## config.mk

```make
export PLATFORM = sky130hd
export DESIGN_NAME = mem_rsp_demux
export DESIGN_NICKNAME = d
export VERILOG_FILES = /design/src/rtl/mem_rsp_demux.sv
export SDC_FILE = /design/constraint.sdc
export NUM_CORES = 1
export LEC_CHECK = 0
export CAP_MARGIN = 20
export CORE_ASPECT_RATIO = 1.75
export CORE_MARGIN = 4
export CORE_UTILIZATION = 45
export CTS_BUF_LIST = sky130_fd_sc_hd__clkbuf_8
export DETAILED_ROUTE_END_ITERATION = 6
export PLACE_DENSITY = 0.85
export SLEW_MARGIN = 20
export SYNTH_ARGS = -nofsm -noshare
export SYNTH_HDL_FRONTEND = slang
export SYNTH_SLANG_ARGS = --single-unit
```

## constraint.sdc

```tcl
create_clock -name clk -period 4.86 [get_ports clk]
set_clock_uncertainty 0.2 [all_clocks]
set_input_delay 0.729 -clock clk [delete_from_list [all_inputs] [get_ports clk]]
set_output_delay 0.729 -clock clk [all_outputs]
set_load 0.1 [all_outputs]
```

## src/rtl/mem_rsp_demux.sv

```systemverilog
// Return-path router for the shared I/D memory port.
// In-order tag FIFO steers each read word to the fetch or MEM response register.
module mem_rsp_demux #(
  parameter int DW    = 32,
  parameter int DEPTH = 4
) (
  input  logic                     clk,
  input  logic                     rst_n,
  input  logic                     req_fire,
  input  logic                     req_src,
  output logic                     req_ready,
  input  logic                     rsp_valid,
  input  logic [DW-1:0]            rsp_data,
  output logic                     rsp_ready,
  output logic                     i_valid,
  output logic [DW-1:0]            i_data,
  input  logic                     i_ready,
  output logic                     d_valid,
  output logic [DW-1:0]            d_data,
  input  logic                     d_ready,
  output logic [$clog2(DEPTH):0]   outstanding,
  output logic                     err_unexpected
);

  localparam int AW = $clog2(DEPTH);

  logic [DEPTH-1:0] r_tag;
  logic [AW:0]      r_wp;
  logic [AW:0]      r_rp;
  logic [AW:0]      r_cnt;
  logic             r_iv;
  logic             r_dv;
  logic [DW-1:0]    r_id;
  logic [DW-1:0]    r_dd;
  logic             r_err;

  logic w_empty;
  logic w_full;
  logic w_head;
  logic w_ifree;
  logic w_dfree;
  logic w_push;
  logic w_acc;
  logic w_pop;
  logic w_ild;
  logic w_dld;

  assign w_empty = (r_wp == r_rp);
  assign w_full  = (r_wp[AW] != r_rp[AW]) &&
                   (r_wp[AW-1:0] == r_rp[AW-1:0]);
  assign w_head  = r_tag[r_rp[AW-1:0]];
  assign w_ifree = !r_iv || i_ready;
  assign w_dfree = !r_dv || d_ready;

  // Ready depends only on registered state and the stage readies.
  assign req_ready = !w_full;
  assign rsp_ready = w_empty ? 1'b1 : (w_head ? w_ifree : w_dfree);

  assign w_push = req_fire && !w_full;
  assign w_acc  = rsp_valid && rsp_ready;
  assign w_pop  = w_acc && !w_empty;
  assign w_ild  = w_pop && w_head;
  assign w_dld  = w_pop && !w_head;

  always_ff @(posedge clk or negedge rst_n) begin
    if (!rst_n) begin
      r_tag <= '0;
      r_wp  <= '0;
      r_rp  <= '0;
      r_cnt <= '0;
    end else begin
      if (w_push) begin
        r_tag[r_wp[AW-1:0]] <= req_src;
        r_wp <= r_wp + 1'b1;
      end
      if (w_pop) begin
        r_rp <= r_rp + 1'b1;
      end
      case ({w_push, w_pop})
        2'b10:   r_cnt <= r_cnt + 1'b1;
        2'b01:   r_cnt <= r_cnt - 1'b1;
        default: r_cnt <= r_cnt;
      endcase
    end
  end

  // Reload wins over drain so back-to-back words stream at full rate.
  always_ff @(posedge clk or negedge rst_n) begin
    if (!rst_n) begin
      r_iv <= 1'b0;
      r_dv <= 1'b0;
      r_id <= '0;
      r_dd <= '0;
    end else begin
      if (w_ild) begin
        r_iv <= 1'b1;
        r_id <= rsp_data;
      end else if (i_ready) begin
        r_iv <= 1'b0;
      end
      if (w_dld) begin
        r_dv <= 1'b1;
        r_dd <= rsp_data;
      end else if (d_ready) begin
        r_dv <= 1'b0;
      end
    end
  end

  always_ff @(posedge clk or negedge rst_n) begin
    if (!rst_n) begin
      r_err <= 1'b0;
    end else if (w_acc && w_empty) begin
      r_err <= 1'b1;
    end
  end

  assign i_valid        = r_iv;
  assign i_data         = r_id;
  assign d_valid        = r_dv;
  assign d_data         = r_dd;
  assign outstanding    = r_cnt;
  assign err_unexpected = r_err;

endmodule

```

==> impl_results.md <==
* Post-synth net total at 255
* Combinational family with the most area after synthesis: multiplexers
* Top post-synthesis cells by area: sky130_fd_sc_hd__dfrtp_1 (58%), sky130_fd_sc_hd__mux2_4 (13%), sky130_fd_sc_hd__mux2_2 (12%)
* Number of buffers inserted to repair setup after CTS at 0
* First-iteration detailed-routing DRC count at 36
* Clock root buffer: sky130_fd_sc_hd__clkbuf_8
* Number of pins exceeding their max-slew limit in the final report at 0
* Multiplexer fraction of the synthesized cell area at 26.8%
* Die footprint at 9150 sq um
* Series of cell instances along the critical path: mux4_2 > mux2i_1 > nand2_1 > clkdlybuf4s50_1
* Filler Cell Count at 554
* Slowest Stage Delay on Critical Path at 1.13 ns
* Worst-Margin Slew at 1.01 ns
* Setup Total Neg Slack at 0 ns
* Number of distinct standard cells referenced by the synthesized netlist at 27
* Clock H-tree levels at 3
* Yosys warning total at 0
* Tightest slew margin relative to the limit at 32.1%
* Cell taking the most area after synthesis: sky130_fd_sc_hd__dfrtp_1
* CP max-delay cell: sky130_fd_sc_hd__clkdlybuf4s50_1
* Fraction of the mapped netlist area in adder cells at 2.77%
* Achievable frequency at 0.267 GHz
* Area added between synthesis and finish at 38.0%
* Average cell area after synthesis at 16.4 sq um
* Cell family with the largest share of critical-path delay: buffers and inverters
* Overall routed net length at 7110 um
* Fraction of the mapped netlist area in simple logic gates at 3.32%
* Final-report setup violation count at 0
* Count of hold-fix buffers inserted at cts at 0
* CTS tree: yes
* Worst setup path category: register to output port
* Count of clock tree sinks at 80
* Horiz. Die Dim at 74.0 um
* Estimated wirelength of the detail-placed design at 5190 um
* Area fraction in compound gates after synthesis at 1.49%
* Vias in the first global route at 2256
* CTS Buf Count at 9
* Leftover overflow at the end of global routing at 0
* Core region area at 7340 sq um
* Proportion of layout cells with a drive suffix above 1 at 27.7%
* Maximum number of pins on one net before global-route repair at 81
* Starting Density at 46.8%
* Sequential-to-total area share from yosys stat at 58.3%
* Drt pass-1 iters at 4
* Area of the mapped netlist at 3430 sq um
* Total number of vias at 2027
* Number of vias per cell after detailed routing at 4.90
* Max-cap violation count at 0
* Count of unresolved DRC violations after routing at 0
* Area share of the leading cell type in the synthesized netlist at 58.3%
* Time the final worst path needs with I/O delays and setup at 3.75 ns
* Flip-flop and latch count after synthesis at 80
* Data arrival time of the worst path at 2.82 ns
* Ranking of synthesized cells by instance count: sky130_fd_sc_hd__dfrtp_1 (80), sky130_fd_sc_hd__mux2_2 (37), sky130_fd_sc_hd__mux2_4 (30), sky130_fd_sc_hd__nand2_1 (10), sky130_fd_sc_hd__inv_1 (9)
* Post-detailed-route wirelength per cell at 17.2 um
* Die outline height at 124 um
* Number of nets with antenna violations after detailed routing at 0
* Combined buffer and inverter count along the critical path at 1
* Most frequently used cell type in the post-synthesis netlist: sky130_fd_sc_hd__dfrtp_1
* Run status: complete, no violations
* Initial antenna violation count at 0
* Worst-skew pair later-pin latency at 0.34 ns
* Mapped Cells at 209
* FFs w/ async S/R, synth at 100%
* Sort of element at the end of the critical path: output port
* Peak fanout along the critical path at 4
* Area share of xor/xnor cells in the synthesized design at 3.24%
* Max Buffers Root-to-Sink at 2
* Launching element type of the critical path: register
* Antenna Cells at 0
* I/O pins at 111
* Resized cells post-CTS at 0
* Fraction of the cycle the final worst path needs at 77.1%
* Worst hold path type: input port to asynchronous set/reset pin
* GR Util All Layers at 16.5%
* Quantity of I/O buffers inserted on ports at 110
* Count of flip-flops with a built-in enable after synthesis at 0
* Dominant synthesized flop cell: sky130_fd_sc_hd__dfrtp_1
* CP required at 3.93 ns
* Unrepaired setup endpoints after global routing: no
* Reg clk slew, reported paths at 0.07 ns
* Post-layout net count at 369
* Final Hold Fails at 0
* GP Congestion at 0.730
* Std cell rows at 41
* Wire length of the first global-routing pass at 11300 um
==> layer usage <==
metal	wire length (um)	up-vias	global-route usage, %
met4	129	0	6.46
li1	-	940	-
met5	0	-	0
met3	409	10	4.68
met2	3930	64	28.4
met1	2630	1013	19.0
==> area by class of cell <==
cell class                 instances  area [sq um]  share of cell area (%)
multi-input combinational        113          1290                    27.3
tap                               86           108                    2.27
clock inverter                     5          47.5                    1.00
clock buffer                      11           151                    3.20
timing repair buffer             110          1100                    23.3
sequential                        80          2000                    42.2
inverter                           9          33.8                   0.713
==> state kept, by name (all words and copies together) (netlist names) <==
register / count
d_valid: 1
outstanding: 3
i_data: 32
err_unexpected: 1
r_rp: 3
r_wp: 3
i_valid: 1
r_tag: 4
d_data: 32
==> cell usage in the layout, fill, tap and decap left out, types with 2 or more instances in the layout <==
cell type,count
sky130_fd_sc_hd__xnor2_1,4
sky130_fd_sc_hd__nand2_1,10
sky130_fd_sc_hd__ha_1,6
sky130_fd_sc_hd__xor2_1,5
sky130_fd_sc_hd__xnor2_2,2
sky130_fd_sc_hd__o21ai_0,2
sky130_fd_sc_hd__mux2_4,30
sky130_fd_sc_hd__mux2_1,2
sky130_fd_sc_hd__nand3_1,2
sky130_fd_sc_hd__clkinv_2,2
sky130_fd_sc_hd__mux2_2,37
sky130_fd_sc_hd__inv_1,11
sky130_fd_sc_hd__clkbuf_8,11
sky130_fd_sc_hd__dfrtp_1,80
sky130_fd_sc_hd__clkdlybuf4s50_1,109
==> logic make-up after synthesis <==
logic type / after synthesis
flops: 80
buf+inv: 16
compound gates: 5
xor+xnor: 11
fa+ha+maj: 7
simple gates: 19
mux: 71
==> worst paths after layout <==
kind | slack, ns | cells past startpoint | start | endpoint
min reg2reg | 0.28 | 1 | outstanding[2] | outstanding[2]
max | 1.11 | 4 | r_rp[0] | rsp_ready
max reg2reg | 2.03 | 9 | r_rp[0] | outstanding[2]
min | 0.20 | 1 | rst_n | r_wp[2]
min in group clk | 0.28 | 1 | outstanding[2] | outstanding[2]
max in group asynchronous | 3.75 | 1 | rst_n | i_data[27]
==> per-stage QoR <==
stage | hold slack, ns | utilization [%] | std cells | cell area (sq um) | worst slack (ns)
after floorplan | 0.233 | - | 209 | 3430 | 1.83
after global placement | 0.259 | 61.8 | 398 | 4540 | 1.18
after detailed placement | 0.266 | 61.8 | 398 | 4540 | 1.18
after CTS | 0.286 | 64.5 | 414 | 4730 | 1.08
after global routing | 0.272 | 64.6 | 414 | 4740 | 0.973
final | 0.202 | 64.6 | 414 | 4740 | 1.11
Power is left out: the tool's default activity adds up to more than one toggle a clock period on the data nets, which glitch-free logic cannot reach.
